### config.mk
export PLATFORM = sky130hd
export DESIGN_NAME = video_window_scaler
export DESIGN_NICKNAME = d
export VERILOG_FILES = /design/src/rtl/video_window_scaler_pkg.sv /design/src/rtl/window_geometry.sv /design/src/rtl/video_window_scaler.sv
export SDC_FILE = /design/constraint.sdc
export NUM_CORES = 1
export LEC_CHECK = 0
export CAP_MARGIN = 20
export CORE_UTILIZATION = 64
export CTS_BUF_LIST = sky130_fd_sc_hd__clkbuf_4 sky130_fd_sc_hd__clkbuf_8
export DETAILED_ROUTE_END_ITERATION = 12
export HOLD_SLACK_MARGIN = 0.08
export PLACE_DENSITY = 0.94
export SYNTH_ARGS = -nofsm -noshare
export SYNTH_HDL_FRONTEND = slang
export SYNTH_SLANG_ARGS = --single-unit
### constraint.sdc
create_clock -name pxlClk -period 14.9 [get_ports pxlClk]
set_input_delay 4.47 -clock pxlClk [delete_from_list [all_inputs] [get_ports pxlClk]]
set_output_delay 4.47 -clock pxlClk [all_outputs]
set_load 0.005 [all_outputs]
### src/rtl/video_window_scaler_pkg.sv
// Shared constants and window geometry type for the integer-scaled GBA window
// placed inside the HDMI raster.
package video_window_scaler_pkg;

  localparam int SRC_W_GBA     = 240;
  localparam int SRC_H_GBA     = 160;
  localparam int FRAME_W_720P  = 1280;
  localparam int FRAME_H_720P  = 720;
  localparam int FRAME_W_1080P = 1920;
  localparam int FRAME_H_1080P = 1080;
  localparam int GEOM_W        = 13;

  typedef struct packed {
    logic [GEOM_W-1:0] x_start;
    logic [GEOM_W-1:0] x_stop;
    logic [GEOM_W-1:0] y_start;
    logic [GEOM_W-1:0] y_stop;
  } geom_t;

  // Window centred in the frame; an odd margin truncates toward left/top.
  function automatic geom_t calc_geom(input int s, input int src_w, input int src_h,
                                      input int frame_w, input int frame_h);
    geom_t g;
    g.x_start = GEOM_W'((frame_w - s * src_w) / 2);
    g.x_stop  = GEOM_W'((frame_w - s * src_w) / 2 + s * src_w);
    g.y_start = GEOM_W'((frame_h - s * src_h) / 2);
    g.y_stop  = GEOM_W'((frame_h - s * src_h) / 2 + s * src_h);
    return g;
  endfunction

endpackage

### src/rtl/window_geometry.sv
// Registered scale-to-window geometry plus the acceptance check applied to a
// requested scale factor.
module window_geometry
  import video_window_scaler_pkg::*;
#(
  parameter int SRC_W     = SRC_W_GBA,
  parameter int SRC_H     = SRC_H_GBA,
  parameter int FRAME_W   = FRAME_W_720P,
  parameter int FRAME_H   = FRAME_H_720P,
  parameter int MAX_SCALE = 6,
  parameter int DEF_SCALE = 4,
  parameter int READ_LEAD = 3
) (
  input  logic        clk,
  input  logic        rst,
  input  logic [2:0]  scale,
  input  logic [2:0]  req,
  output logic [12:0] x_start,
  output logic [12:0] x_stop,
  output logic [12:0] y_start,
  output logic [12:0] y_stop,
  output logic        req_ok
);

  geom_t geom_p1;

  // A scale must fit the frame and leave room for the read address lead.
  function automatic logic scale_fits(input int r);
    int w_span;
    int h_span;
    w_span = r * SRC_W;
    h_span = r * SRC_H;
    return (r >= 1) && (r <= MAX_SCALE) && (w_span <= FRAME_W) && (h_span <= FRAME_H)
           && (((FRAME_W - w_span) / 2) >= READ_LEAD);
  endfunction

  // Stage p1: geometry follows the active scale one cycle later
  always_ff @(posedge clk) begin
    if (rst) begin
      geom_p1 <= calc_geom(DEF_SCALE, SRC_W, SRC_H, FRAME_W, FRAME_H);
    end else begin
      geom_p1 <= calc_geom(int'(scale), SRC_W, SRC_H, FRAME_W, FRAME_H);
    end
  end

  assign req_ok  = scale_fits(int'(req));
  assign x_start = geom_p1.x_start;
  assign x_stop  = geom_p1.x_stop;
  assign y_start = geom_p1.y_start;
  assign y_stop  = geom_p1.y_stop;

endmodule

### src/rtl/video_window_scaler.sv
// Timing and line-cache addressing core for integer-scaled GBA video in the
// HDMI raster, with frame-boundary scale changes and HDMI resync control.
module video_window_scaler
  import video_window_scaler_pkg::*;
#(
  parameter int SRC_W        = SRC_W_GBA,
  parameter int SRC_H        = SRC_H_GBA,
  parameter int FRAME_W      = FRAME_W_720P,
  parameter int FRAME_H      = FRAME_H_720P,
  parameter int MAX_SCALE    = 6,
  parameter int DEF_SCALE    = 4,
  parameter int READ_LEAD    = 3,
  parameter int SMOOTH_PHASE = 1
) (
  input  logic        pxlClk,
  input  logic        rst,
  input  logic [11:0] cx,
  input  logic [10:0] cy,
  input  logic [2:0]  scaleSel,
  input  logic        sameLine,
  input  logic        newFrameIn,
  output logic        drawActive,
  output logic        cacheUpdate,
  output logic        nextLine,
  output logic [7:0]  curPxl,
  output logic [2:0]  gridXCnt,
  output logic [2:0]  lineCnt,
  output logic [2:0]  smoothXCnt,
  output logic        gridAct,
  output logic [2:0]  activeScale,
  output logic        scaleErr,
  output logic        enableOut,
  output logic        resyncEvt,
  output logic [7:0]  resyncCnt
);

  logic [12:0] x_start, x_stop, y_start, y_stop;
  logic        req_ok;

  logic        draw_p1, cache_p1, next_p1, grid_act_p1;
  logic        err_p1, en_p1, evt_p1, nf_p1;
  logic [7:0]  cur_p1, resync_cnt_p1;
  logic [2:0]  pxl_cnt_p1, grid_x_p1, smooth_x_p1, line_p1, scale_p1;

  logic [12:0] cx_w, cy_w, rd_lo, rd_hi;
  logic [2:0]  s_max, pxl_cnt_nxt, grid_x_nxt, smooth_x_nxt, line_nxt;
  logic [7:0]  cur_nxt;
  logic        line_end, frame_end, rd_clear, nf_rise, forced;

  function automatic logic [7:0] sat_inc8(input logic [7:0] v);
    return (v == 8'hFF) ? v : v + 8'd1;
  endfunction

  window_geometry #(
    .SRC_W     (SRC_W),
    .SRC_H     (SRC_H),
    .FRAME_W   (FRAME_W),
    .FRAME_H   (FRAME_H),
    .MAX_SCALE (MAX_SCALE),
    .DEF_SCALE (DEF_SCALE),
    .READ_LEAD (READ_LEAD)
  ) u_geom (
    .clk     (pxlClk),
    .rst     (rst),
    .scale   (scale_p1),
    .req     (scaleSel),
    .x_start (x_start),
    .x_stop  (x_stop),
    .y_start (y_start),
    .y_stop  (y_stop),
    .req_ok  (req_ok)
  );

  assign cx_w      = {1'b0, cx};
  assign cy_w      = {2'b00, cy};
  assign s_max     = scale_p1 - 3'd1;
  assign line_end  = (cx == 12'(FRAME_W - 1));
  assign frame_end = line_end && (cy == 11'(FRAME_H - 1));

  // The read window is shifted left by the lead so cache data lands on time.
  assign rd_lo    = x_start - 13'(READ_LEAD);
  assign rd_hi    = x_stop - 13'(READ_LEAD);
  assign rd_clear = (cx_w <= rd_lo) || (cx_w > rd_hi);

  // A new frame arriving on the expected rows is in phase; anywhere else forces a resync.
  assign nf_rise = newFrameIn && !nf_p1;
  assign forced  = nf_rise && (cy_w != (y_start - 13'd1)) && (cy_w != y_start);

  always_comb begin
    pxl_cnt_nxt = pxl_cnt_p1 + 3'd1;
    cur_nxt     = cur_p1;
    if (rd_clear) begin
      pxl_cnt_nxt = '0;
      cur_nxt     = '0;
    end else if (pxl_cnt_p1 == s_max) begin
      pxl_cnt_nxt = '0;
      cur_nxt     = cur_p1 + 8'd1;
    end
  end

  always_comb begin
    grid_x_nxt   = grid_x_p1 + 3'd1;
    smooth_x_nxt = smooth_x_p1 + 3'd1;
    if ((cx_w == x_start) || (grid_x_p1 == s_max)) begin
      grid_x_nxt   = '0;
      smooth_x_nxt = 3'(SMOOTH_PHASE);
    end
  end

  always_comb begin
    line_nxt = line_p1;
    if (line_end) begin
      if (cy == 11'(FRAME_H - 1)) begin
        line_nxt = '0;
      end else if (line_p1 == s_max) begin
        line_nxt = '0;
      end else if (cy_w >= y_start) begin
        line_nxt = line_p1 + 3'd1;
      end
    end
  end

  // Stage p1: every raster-derived output registered one cycle after cx/cy
  always_ff @(posedge pxlClk) begin
    if (rst) begin
      draw_p1       <= 1'b0;
      cache_p1      <= 1'b0;
      next_p1       <= 1'b0;
      pxl_cnt_p1    <= '0;
      cur_p1        <= '0;
      grid_x_p1     <= '0;
      smooth_x_p1   <= '0;
      line_p1       <= '0;
      grid_act_p1   <= 1'b0;
      scale_p1      <= 3'(DEF_SCALE);
      err_p1        <= 1'b0;
      en_p1         <= 1'b0;
      evt_p1        <= 1'b0;
      nf_p1         <= 1'b0;
      resync_cnt_p1 <= '0;
    end else begin
      draw_p1     <= (cx_w >= x_start) && (cx_w < x_stop) && (cy_w >= y_start) && (cy_w < y_stop);
      cache_p1    <= (cx_w == x_stop);
      next_p1     <= (cx_w == x_stop) && !sameLine && (cy_w >= y_start) && (line_p1 == s_max);
      pxl_cnt_p1  <= pxl_cnt_nxt;
      cur_p1      <= cur_nxt;
      grid_x_p1   <= grid_x_nxt;
      smooth_x_p1 <= smooth_x_nxt;
      line_p1     <= line_nxt;
      grid_act_p1 <= (grid_x_nxt == 3'd0) || (line_nxt == 3'd0);
      nf_p1       <= newFrameIn;
      evt_p1      <= forced;
      if (forced) begin
        en_p1         <= 1'b0;
        resync_cnt_p1 <= sat_inc8(resync_cnt_p1);
      end else if (newFrameIn) begin
        en_p1 <= 1'b1;
      end
      err_p1 <= frame_end && !req_ok;
      if (frame_end && req_ok) begin
        scale_p1 <= scaleSel;
      end
    end
  end

  assign drawActive  = draw_p1;
  assign cacheUpdate = cache_p1;
  assign nextLine    = next_p1;
  assign curPxl      = cur_p1;
  assign gridXCnt    = grid_x_p1;
  assign lineCnt     = line_p1;
  assign smoothXCnt  = smooth_x_p1;
  assign gridAct     = grid_act_p1;
  assign activeScale = scale_p1;
  assign scaleErr    = err_p1;
  assign enableOut   = en_p1;
  assign resyncEvt   = evt_p1;
  assign resyncCnt   = resync_cnt_p1;

endmodule

After elaboration in Yosys (flattened, before gate mapping)
Index checks and enable logic that the tools add are counted.

Register bits: 91. Bits in latches: 0. RAM bits: 0. Memory bits (read-only): 0. Input port bits: 30. Memories kept: 0.

$add $sub $neg: 18. Multiply operators: 4. Div/mod/pow operators: 0. Order comparisons: 11. Equal/unequal tests: 10. Shift operators: 0. Mux-type cells: 6. Bitwise gates (word level): 4. Reduce and logical (&&, ||, !) cells: 29.

Operators with widths (count): adder 32 x 1 -> 32 bit (1); >= comparator 32 x 3 -> 1 bit (second input constant) (1); <= comparator 32 x 11 -> 1 bit (second input constant) (1); <= comparator 32 x 12 -> 1 bit (second input constant) (1); subtractor 12 x 32 -> 32 bit (first input constant) (1); adder 13 x 1 -> 13 bit (2); adder 13 bit (2); == test 12 x 13 -> 1 bit (2); != test 11 x 13 -> 1 bit (2); subtractor 13 x 2 -> 13 bit (second input constant) (2); adder 8 x 1 -> 8 bit (second input constant) (2); logical AND 1 bit (16); two-way mux 3 bit (5); multiplier 3 x 4 -> 7 bit (second input constant) (2); >= comparator 11 x 13 -> 1 bit (1); >= comparator 12 x 13 -> 1 bit (1); > comparator 12 x 13 -> 1 bit (1); <= comparator 12 x 13 -> 1 bit (1); less-than comparator 11 x 13 -> 1 bit (1); less-than comparator 12 x 13 -> 1 bit (1); subtractor 13 x 1 -> 13 bit (second input constant) (1); adder 3 x 1 -> 3 bit (second input constant) (4); == test 12 x 11 -> 1 bit (second input constant) (1); multiplier 3 x 3 -> 6 bit (second input constant) (2); other kinds (17) (28).

Logic depth before layout (Yosys ltp)
Gate-level depths: netlist (run 1).

Depth in word-level cells: 8. Mapped depth: 15. Mapped depth without buffers: 15.

By module
A second synthesis (run 1) with hierarchy kept.

Cells, all modules: 786. Area total of the unflattened synthesis: 6781.5 µm².

Modules (own cells, without submodules): video_window_scaler (times used 1, cells each 535, area each 4403.0 µm², sequential area each 780.7 µm²); window_geometry (times used 1, cells each 251, area each 2378.5 µm², sequential area each 620.6 µm²).

Least setup slack after synthesis (run 1)
OpenSTA, ideal clock, no wires.

Path type: in2reg. From: input scaleSel[0]. To: register scale_p1[0], in the netlist activeScale[0]. Library setup time: 0.121 ns. Arrival time: 7.653 ns. Setup slack: 7.126 ns. Stages on the path: 14. Path buffers: 0. Path through: inv_1 fa_1 inv_1 ha_1 inv_1 fa_1 nor2b_1 and3_1 nor2b_1 nand2_1 ha_1 a221o_1 nor3_1 mux2_2.

Longest elaborated chain between the ends: 7.

RTL lines: start: declaration (line video_window_scaler.sv:19) `input logic [2:0] scaleSel,`; multiplier 3 x 4 -> 7 bit (line window_geometry.sv:31) `w_span = r * SRC_W;`; subtractor 12 x 32 -> 32 bit (line window_geometry.sv:34) `&& (((FRAME_W - w_span) / 2) >= READ_LEAD);`; bitwise AND 1 bit (no source line); adder 32 x 1 -> 32 bit (no source line); >= comparator 32 x 3 -> 1 bit (line window_geometry.sv:34); logical AND 1 bit (line window_geometry.sv:34); logical AND 1 bit (line video_window_scaler.sv:160) `if (frame_end && req_ok) begin`; end signal: assignment (line video_window_scaler.sv:135) `scale_p1 <= 3'(DEF_SCALE);`; end signal: assignment (line video_window_scaler.sv:161) `scale_p1 <= scaleSel;`; end: declaration (line video_window_scaler.sv:43) `logic [2:0] pxl_cnt_p1, grid_x_p1, smooth_x_p1, line_p1, scale_p1;`.

Parallel ways exist; a longest one is shown, timed or not. A chain may end at the register's enable or synchronous reset.

Worst setup path after layout (run 1)
From: input scaleSel[1]. To: register scale_p1[0], in the netlist activeScale[0].

Longest elaborated chain between the ends: 7.

RTL lines (line): multiplier 3 x 4 -> 7 bit (window_geometry.sv:31); subtractor 12 x 32 -> 32 bit (window_geometry.sv:34); bitwise AND 1 bit (no source line); adder 32 x 1 -> 32 bit (no source line); >= comparator 32 x 3 -> 1 bit (window_geometry.sv:34); logical AND 1 bit * (window_geometry.sv:34); logical AND 1 bit * (video_window_scaler.sv:160).

Mark *: on every way between the ends. The rest lies on a longest branch, timed or not.

==> impl_results.md, run 1 <==
- Critical path class: in2reg
- Lkg Pwr: 2.86 nW
- CTS buffer count: 9
- Slew Limit Headroom: 50.4%
- Final nets: 862
- DRC Markers: 0
- Post-synth EDFFs: 0
- Root Driver: clkbuf_8
- WP data arrival: 8.75 ns
- Synth cell types: 69
- Worst Setup End Kind: flip-flop
- Cts hold-fix bufs: 0
- Htree depth: 3
- I/O pin cnt: 65
- RSZ-0062 raised after global routing: false
- Cell Area, Synth: 5750 sq um
- Worst hold slack: 0.484 ns
- Post-CTS sizing: 0
- Vias per cell: 6.05
- TritonCTS clock tree: done
- Mean Syn Cell Area: 8.66 sq um
- Largest net degree at the start of global routing: 35
- Final ANT Viol Nets: 0
- Fin Setup TNS: 0 ns
- Non-filler cells, final: 841
- Status: finished, final reports clean
- Clock Path Buffers: 2
- DP Wirelength: 10,500 um
- Final Critical Period: 8.51 ns
- Pre-Repair DR Iteration Count: 5
- IO Port Bufs: 64
- Syn. warnings: 0
- Commonest cells in the netlist: ha_1, dfxtp_1, inv_1
- DR vias: 5,086
- CORE AREA: 8720 sq um
- Num Clock Sinks: 70
- Most used flip-flop cell after synthesis: dfxtp_1
- GRT Total Usage: 30.3%
- Setup Skew: 0.00963 ns
- Largest area contributor in the netlist: dfxtp_1
- Die Span Y: 96.8 um
- Post-Syn Nets: 798
- Worst-Skew Late Latency: 0.36 ns
- Pwr Density: 64.3 nW/um^2
- RePlAce Congestion: 0.890
- Startpoint Class: primary input
- Setup repair bufs after CTS: 0
- Async S/R FF share, synth: 0%
- Top area cells in the synthesized netlist: dfxtp_1, ha_1, xnor2_1
- Worst Tran Pin Value: 0.743 ns
- Synth Register Bits: 70
- Yosys top cell area share: 24.4%
- Final wirelength: 14,000 um
- Antenna violations before repair: 0
- Die area: 9370 sq um
- Hold path depth: 1
- Via count of the first global-routing pass: 5,167
- Die X: 96.8 um
- Layout Utilization: 76.7%
- Ratio of cells with drive above 1 in the final layout: 5.73%
- Placed cells: 821
- Sequential-to-total area share from yosys stat: 24.4%
- Initial detailed-routing violation count: 297
- Starting density of the core: 65.9%
- Site Rows: 34
- FF-to-FF path depth: 10
- WP data required: 15.14 ns
- Worst hold path type: reg2reg
- Gr ovfl total: 0
- Wire per inst: 16.6 um
- Fin. max-slew vios: 0
- VDD IR max: 0.0541 mV
- Crit path max fanout: 8
- Layout fillers: 587
- Clock transition at path regs: 0.08 ns
- Global-route wire length before repair: 23,400 um
- Final setup vio count: 0
- FMAX: 118 MHz
- Maxcap violations: 0
- Area Growth Syn to Fin: 16.3%
- Most frequent cell after synthesis: ha_1
- Final period util: 57.1%
- Cells after synthesis: 664
- Final hold viol count: 0
- # diodes: 0
[metrics by stage]
step	power [mW]	setup slack, ns	area, sq um
after floorplan	0.243	7.13	5750
after global placement	0.267	6.35	6460
after detailed placement	0.272	6.04	6460
after CTS	0.430	6.42	6670
after global routing	0.448	6.13	6690
final	0.430	6.39	6690
[report_power, final]
group	internal (mW)	switching, mW
logic	0.0362	0.0410
clock network	0.0803	0.0794
registers	0.190	0.00280
total	0.307	0.123
[cell type report]
type	instances	area [sq um]	share of cell area, %
multi-input cells	516	4050	60.5
repair buffers	69	668	9.99
flip-flops and latches	70	1400	21.0
clock buffers	10	131	1.96
inverters	62	233	3.48
clock inverters	6	70.1	1.05
well taps	108	135	2.02
[critical path, cell delays in order]
cell and delay (ns):
clkdlybuf4s50_1 0.66, inv_1 0.22, fa_1 0.61, inv_1 0.09, ha_1 0.23, inv_1 0.08
fa_1 0.42, nor2b_1 0.17, and3_1 0.20, nor2b_1 0.18, nand2_1 0.08, ha_1 0.28
a221o_1 0.39, nor3_1 0.30, mux2_2 0.37
[flip-flops by register name (all words and copies together) (netlist names), 6 cells and up]
name / count
u_geom.x_start: 7
u_geom.y_stop: 9
u_geom.x_stop: 9
u_geom.y_start: 6
curPxl: 8
resyncCnt: 8
[layer usage]
layer / vias up / part of all wire [%] / GRT usage, % / wire (um)
met2: 158 / 49 / 52.6 / 6800
met1: 2427 / 43 / 36.0 / 5990
met4: 0 / 2.3 / 13.1 / 316
met5: - / 0 / 0 / 0
met3: 30 / 6.3 / 6.43 / 881
li1: 2471 / - / - / -
[logic make-up (layout without fill, tap and decap cells)]
family          count (synthesis)  after routing  synth area share [%]
simple gates                  208            208                  19.0
compound gates                132            132                  15.9
fa+ha+maj                     104            104                  23.8
buf+inv                        78            147                  5.24
flops                          70             70                  24.4
xor+xnor                       65             65                  10.4
mux                             7              7                  1.33
[final timing paths]
path | from | slack [ns] | to
setup / recovery | scaleSel[1] | 6.39 | activeScale[0]$_SDFFE_PP0P_
hold reg to reg | smoothXCnt[0]$_SDFF_PP0_ | 0.48 | smoothXCnt[0]$_SDFF_PP0_
setup reg to reg | activeScale[1]$_SDFFE_PP0P_ | 10.56 | u_geom.x_stop[11]$_SDFF_PP0_
hold / removal | smoothXCnt[0]$_SDFF_PP0_ | 0.48 | smoothXCnt[0]$_SDFF_PP0_
[cell usage in the layout, fill, tap and decap left out, types with 13 or more instances in the layout]
cell type and n:
ha_1 95, dfxtp_1 70, clkdlybuf4s50_1 64, inv_1 61, nor2_1 59, xnor2_1 37, nand2_1 34, a21oi_1 28
xor2_1 26, o21ai_0 21, nand4_1 20, nand3_1 17, nor3_1 16, a211oi_1 14, a21o_1 13
No activity file was read; power rests on OpenSTA's default activity.
==> inputs of run 2 (changes only) <==
--- a/config.mk
+++ b/config.mk
@@ -6,11 +6,11 @@
 export NUM_CORES = 1
 export LEC_CHECK = 0
 export CAP_MARGIN = 20
-export CORE_UTILIZATION = 64
+export CORE_UTILIZATION = 53
 export CTS_BUF_LIST = sky130_fd_sc_hd__clkbuf_4 sky130_fd_sc_hd__clkbuf_8
 export DETAILED_ROUTE_END_ITERATION = 12
 export HOLD_SLACK_MARGIN = 0.08
-export PLACE_DENSITY = 0.94
+export PLACE_DENSITY = 0.84
 export SYNTH_ARGS = -nofsm -noshare
 export SYNTH_HDL_FRONTEND = slang
 export SYNTH_SLANG_ARGS = --single-unit
==> constraint.sdc (replaced) <==
create_clock -name pxlClk -period 7.2 [get_ports pxlClk]
set_input_delay 2.16 -clock pxlClk [delete_from_list [all_inputs] [get_ports pxlClk]]
set_output_delay 2.16 -clock pxlClk [all_outputs]
set_load 0.005 [all_outputs]
==> run 2 against run 1 <==
Die area up 20%. Sequential share of layout area is 0.20 points lower. Power up 110%. Register-to-register slack lost 7.6 ns. Setup slack got worse by 5.3 ns. Clock-buffer cell count rose by 1. Non-clock buffer count fell by 1. Design area is 0.95% higher. Critical path type unchanged. Highest routed layer unchanged. Global-route usage down 4.3 points. Clock power increased by 130%. Final cell count grew 3.2%. Clock skew is 0.0030 ns higher.
==> impl_results.md, run 2 (synthesized netlist as in run 1, its figures left out) <==
- TritonCTS clock tree: done
- Hold endpoint: smoothXCnt[0]$_SDFF_PP0_
- Lkg Pwr: 2.88 nW
- Cts hold-fix bufs: 0
- Clock transition at path regs: 0.07 ns
- Grt peak-use layer: met2
- Crit path max fanout: 8
- Non-filler cells, final: 868
- Most used cell along the critical path: inv_1
- Pre-Repair DR Iteration Count: 4
- FF-to-FF path depth: 9
- Critical path class: in2reg
- DP Wirelength: 10,800 um
- Initial detailed-routing violation count: 328
- Site Rows: 37
- CP peak stage delay: 0.66 ns
- # diodes: 0
- Clock share of power: 39.6%
- Largest net degree at the start of global routing: 23
- IO Port Bufs: 64
- Wire per inst: 15.9 um
- Combinational fraction of design power: 17.0%
- Most frequent cells in the layout: ha_1, dfxtp_1, clkdlybuf4s50_1
- Num Clock Sinks: 70
- Worst hold path type: reg2reg
- Met1 global-route usage: 31.6%
- Placement Cell Area: 6510 sq um
- Final ANT Viol Nets: 0
- DRC Markers: 0
- Slew Limit Headroom: 24.4%
- Ratio of cells with drive above 1 in the final layout: 5.60%
- Final nets: 861
- Starting density of the core: 55.2%
- Final setup vio count: 0
- Worst slack at placement: 0.711 ns
- Final period util: 85.0%
- Die X: 106 um
- Psw: 240 uW
- Flop pwr share: 43.4%
- M2 GR Usage: 45.8%
- Vias per cell: 5.73
- Gr ovfl total: 0
- Hold path depth: 1
- Hold Crit Start: smoothXCnt[0]$_SDFF_PP0_
- Final hold viol count: 0
- RSZ-0062 raised after global routing: false
- Setup Skew: 0.0126 ns
- R2R Setup Slk: 2.97 ns
- WP data arrival: 6.36 ns
- Fin Setup TNS: 0 ns
- Final Critical Period: 6.12 ns
- Post-CTS sizing: 0
- Htree depth: 3
- GRT Total Usage: 26.0%
- Most common cell after layout, fill and taps aside: ha_1
- Startpoint Class: primary input
- Worst-Skew Late Latency: 0.36 ns
- RePlAce Congestion: 0.919
- CP cell instances: clkdlybuf4s50_1 > inv_1 > fa_1 > inv_1 > ha_1 > inv_1 > fa_1 > nor2b_1 > and3_1 > nor2b_1 > nand2_1 > ha_1 > a221o_1 > nor3_1 > mux2_2
- Slowest cell on the critical path: clkdlybuf4s50_1
- Worst R2R End: u_geom.x_stop[11]$_SDFF_PP0_
- Fin. max-slew vios: 0
- Root Driver: clkbuf_8
- Placed cells: 850
- Cell family with most CP delay: adder cells
- FF-to-FF Start: activeScale[1]$_SDFFE_PP0P_
- Via count of the first global-routing pass: 4,889
- CORE AREA: 10,400 sq um
- Status: finished, final reports clean
- Final wirelength: 13,800 um
- P_int: 683 uW
- Met3 global-route usage: 4.48%
- Antenna violations before repair: 0
- WP data required: 7.44 ns
- Setup repair bufs after CTS: 0
- Worst Tran Pin Value: 1.13 ns
- Pwr Density: 137 nW/um^2
- Clock Path Buffers: 2
- Maxcap violations: 0
- VDD IR max: 0.100 mV
- DR vias: 4,977
- Design area: 6750 sq um
- Worst setup margin: 1.08 ns
- Global-route wire length before repair: 23,100 um
- Sw Ratio: 26.0%
- Worst Setup End Kind: flip-flop
- Die area: 11,300 sq um
- CTS buffer count: 9
- Worst path buffer plus inverter count: 4
- Layout Utilization: 64.8%
- FMAX: 163 MHz
- Area Growth Syn to Fin: 17.4%
- Die Span Y: 106 um
- I/O pin cnt: 65
run 2: cell count changes in the layout (fill, tap and decap cells not counted), sizes merged:
| cell | before | now |
|---|---|---|
| inv | 63 | 61 |
| bufinv | 1 | 2 |
| buf | 5 | 4 |
| clkbuf | 10 | 11 |
| clkinv | 1 | 3 |
| clkinvlp | 3 | 1 |
run 2: cell type report:
class,count,area [sq um]
inverters,62,233
fillers,855,3670
clock buffers,11,151
clock inverters,5,81.3
multi-input cells,516,4050
flip-flops and latches,70,1400
well taps,136,170
repair buffers,68,666
run 2: per-stage QoR:
stage	hold WS, ns	power, mW
finish	0.472	0.923
floorplan	0.453	0.502
CTS	0.488	0.929
global placement	0.452	0.557
detailed placement	0.468	0.565
global route	0.513	0.965
run 2: worst max path at each step:
stage                     cells after the start  slack, ns                           to         from
after floorplan                              14       1.74  activeScale[0]$_SDFFE_PP0P_  scaleSel[0]
final                                        15       1.08  activeScale[0]$_SDFFE_PP0P_  scaleSel[1]
after detailed placement                     15       0.71  activeScale[0]$_SDFFE_PP0P_  scaleSel[1]
after global placement                       15       0.91  activeScale[0]$_SDFFE_PP0P_  scaleSel[1]
after global routing                         15       0.86  activeScale[0]$_SDFFE_PP0P_  scaleSel[1]
after CTS                                    15       1.09  activeScale[0]$_SDFFE_PP0P_  scaleSel[1]
run 2: routing by layer:
| metal | wire length (um) | vias to the layer above |
|---|---|---|
| met5 | 0 | - |
| met4 | 261 | 0 |
| met3 | 676 | 26 |
| met2 | 6790 | 129 |
| met1 | 6100 | 2336 |
| li1 | - | 2486 |
run 2: power by group through the flow:
stage / clock network [mW] / logic [mW] / registers, mW
after floorplan: 0 / 0.0936 / 0.409
after global placement: 0 / 0.148 / 0.409
after detailed placement: 0 / 0.156 / 0.409
after CTS: 0.371 / 0.157 / 0.400
after global routing: 0.388 / 0.176 / 0.401
final: 0.365 / 0.157 / 0.400
run 2: worst reg2reg max path, stage by stage, from the launching register on:
cell     delay [ns]
dfxtp_1        0.77
fa_1           0.64
ha_1           0.28
fa_1           0.59
o41ai_1        0.58
a21oi_2        0.19
ha_1           0.37
o31a_1         0.11
a31oi_1        0.23
mux2_2         0.36
==> inputs of run 3 (changes only) <==
--- a/config.mk
+++ b/config.mk
@@ -9,8 +9,10 @@
 export CORE_UTILIZATION = 53
 export CTS_BUF_LIST = sky130_fd_sc_hd__clkbuf_4 sky130_fd_sc_hd__clkbuf_8
 export DETAILED_ROUTE_END_ITERATION = 12
+export GPL_ROUTABILITY_DRIVEN = 0
 export HOLD_SLACK_MARGIN = 0.08
 export PLACE_DENSITY = 0.84
+export RECOVER_POWER = 50
 export SYNTH_ARGS = -nofsm -noshare
 export SYNTH_HDL_FRONTEND = slang
 export SYNTH_SLANG_ARGS = --single-unit
==> run 3 against run 2 <==
The flow now finishes with violations (max-capacitance violations, max-slew violations). Maximum frequency up 0.43%. Sequential power about the same. Sequential share of layout area about the same. Combinational power about the same. Global-route usage down 0.21 points. Design area up 0.22%. Power up 3.0%. First-iteration DRC count down 18%. Core utilization up 0.14 points.
==> impl_results.md, run 3 (synthesized netlist as in run 1, its figures left out) <==
- Status: complete, but fails checks
- Failing checks: max-capacitance violations, max-slew violations
- Slew Limit Headroom: -8.61%
- Crit path max fanout: 8
- Final period util: 84.7%
- Worst Setup End Kind: flip-flop
- Layout Utilization: 64.9%
- WP data required: 7.46 ns
- Clock share of power: 41.6%
- Worst hold path type: reg2reg
- FF-to-FF path depth: 10
- Pre-Repair DR Iteration Count: 5
- Worst path buffer plus inverter count: 4
- Via count of the first global-routing pass: 5,054
- Fin Setup TNS: 0 ns
- Fin. max-slew vios: 35
- Initial detailed-routing violation count: 269
- Hold path depth: 1
- DP Wirelength: 10,500 um
- DRC Markers: 0
- Final setup vio count: 0
- Worst R2R End: u_geom.x_stop[11]$_SDFF_PP0_
- Post-CTS sizing: 0
- Most common cell after layout, fill and taps aside: ha_1
- Layout fillers: 849
- CORE AREA: 10,400 sq um
- Final hold viol count: 0
- Worst Tran Pin Value: 1.63 ns
- Slowest cell on the critical path: clkdlybuf4s50_1
- Worst slack at placement: 0.765 ns
- Clock transition at path regs: 0.08 ns
- Flop pwr share: 42.1%
- Clock Path Buffers: 2
- I/O pin cnt: 65
- Setup repair bufs after CTS: 0
- VDD IR max: 0.132 mV
- Pwr Density: 140 nW/um^2
- Final ANT Viol Nets: 0
- WP data arrival: 6.36 ns
- Site Rows: 37
- Design area: 6770 sq um
- Lkg Pwr: 2.97 nW
- Crit path depth: 15
- CP peak stage delay: 0.65 ns
- Hold Crit Start: smoothXCnt[0]$_SDFF_PP0_
- FMAX: 164 MHz
- Critical path class: in2reg
- Combinational fraction of design power: 16.4%
- RSZ-0062 raised after global routing: false
- GRT Total Usage: 25.8%
- Hold endpoint: smoothXCnt[0]$_SDFF_PP0_
- Final nets: 861
- CP cell instances: clkdlybuf4s50_1 > inv_1 > fa_1 > inv_1 > ha_1 > inv_1 > fa_1 > nor2b_1 > a21o_1 > o21ai_1 > nand2_1 > ha_1 > a221o_1 > or4_1 > a21oi_1
- Htree depth: 3
- Maxcap violations: 1
- TritonCTS clock tree: done
- Global-route wire length before repair: 23,400 um
- Largest net degree at the start of global routing: 35
- # diodes: 0
- Power after layout: 950 uW
- Ratio of cells with drive above 1 in the final layout: 5.46%
- R2R Setup Slk: 2.89 ns
- Most used cell along the critical path: inv_1
- Starting density of the core: 55.2%
- Gr ovfl total: 0
- FF-to-FF Start: activeScale[1]$_SDFFE_PP0P_
- Final wirelength: 13,900 um
- Psw: 240 uW
- IO Port Bufs: 64
- Startpoint Class: primary input
- CTS buffer count: 9
- Wire per inst: 16.0 um
- Most frequent cells in the layout: ha_1, dfxtp_1, inv_1
- Placement Cell Area: 6510 sq um
- Cts hold-fix bufs: 0
- Worst-Skew Late Latency: 0.35 ns
- Cell family with most CP delay: adder cells
- Worst setup margin: 1.11 ns
- Vias per cell: 5.83
- Die area: 11,300 sq um
- Setup Skew: 0.0109 ns
- Die Span Y: 106 um
- P_int: 710 uW
- Root Driver: clkbuf_8
- DR vias: 5,059
- Sw Ratio: 25.2%
- Final Critical Period: 6.09 ns
- Antenna violations before repair: 0
- Area Growth Syn to Fin: 17.6%
- Num Clock Sinks: 70
- Die X: 106 um
run 3: cell count changes in the layout (fill, tap and decap cells not counted), sizes merged:
cell / previous run / this run
clkdlybuf4s50: 64 / 33
clkbuf: 11 / 12
bufinv: 2 / 3
buf: 4 / 3
clkinv: 3 / 2
dlygate4sd3: 0 / 31
run 3: area by class of cell:
type | instances | area, sq um | area share, %
Inverter | 62 | 233 | 3.44
Sequential cell | 70 | 1400 | 20.7
Multi-Input combinational cell | 516 | 4050 | 59.8
Clock buffer | 11 | 145 | 2.15
Clock inverter | 5 | 106 | 1.57
Tap cell | 136 | 170 | 2.52
Timing Repair Buffer | 68 | 662 | 9.78
run 3: power by group through the flow:
| stage | clock network, mW | logic [mW] | registers (mW) |
|---|---|---|---|
| floorplan | 0 | 0.0936 | 0.409 |
| global placement | 0 | 0.146 | 0.409 |
| detailed placement | 0 | 0.155 | 0.409 |
| CTS | 0.399 | 0.157 | 0.400 |
| global route | 0.417 | 0.172 | 0.401 |
| finish | 0.395 | 0.155 | 0.400 |
run 3: per-stage QoR:
stage                     hold slack (ns)  cells
after floorplan                     0.453    664
after global placement              0.451    850
after detailed placement            0.470    850
after CTS                           0.487    866
after global routing                0.516    868
final                               0.467    868
run 3: per-layer routing:
| metal | GRT usage (%) | up-vias | routed length (um) |
|---|---|---|---|
| met5 | 0 | - | 0 |
| met4 | 11.8 | 0 | 399 |
| met3 | 3.43 | 36 | 608 |
| met2 | 45.3 | 139 | 6700 |
| met1 | 31.2 | 2409 | 6210 |
| li1 | - | 2475 | - |
run 3: worst max-delay path by stage:
stage | endpoint | startpoint
after global routing | activeScale[0]$_SDFFE_PP0P_ | scaleSel[1]
after detailed placement | activeScale[0]$_SDFFE_PP0P_ | scaleSel[1]
after global placement | activeScale[0]$_SDFFE_PP0P_ | scaleSel[1]
final | activeScale[1]$_SDFFE_PP0P_ | scaleSel[1]
after floorplan | activeScale[0]$_SDFFE_PP0P_ | scaleSel[0]
after CTS | activeScale[0]$_SDFFE_PP0P_ | scaleSel[1]
run 3: worst reg2reg max path: stages (launching register included):
cell,delay [ns]
dfxtp_1,0.77
fa_1,0.64
ha_1,0.29
fa_1,0.45
xor2_1,0.46
o41ai_1,0.21
a21oi_2,0.34
ha_1,0.33
o31a_1,0.12
a31oi_1,0.24
mux2_2,0.36
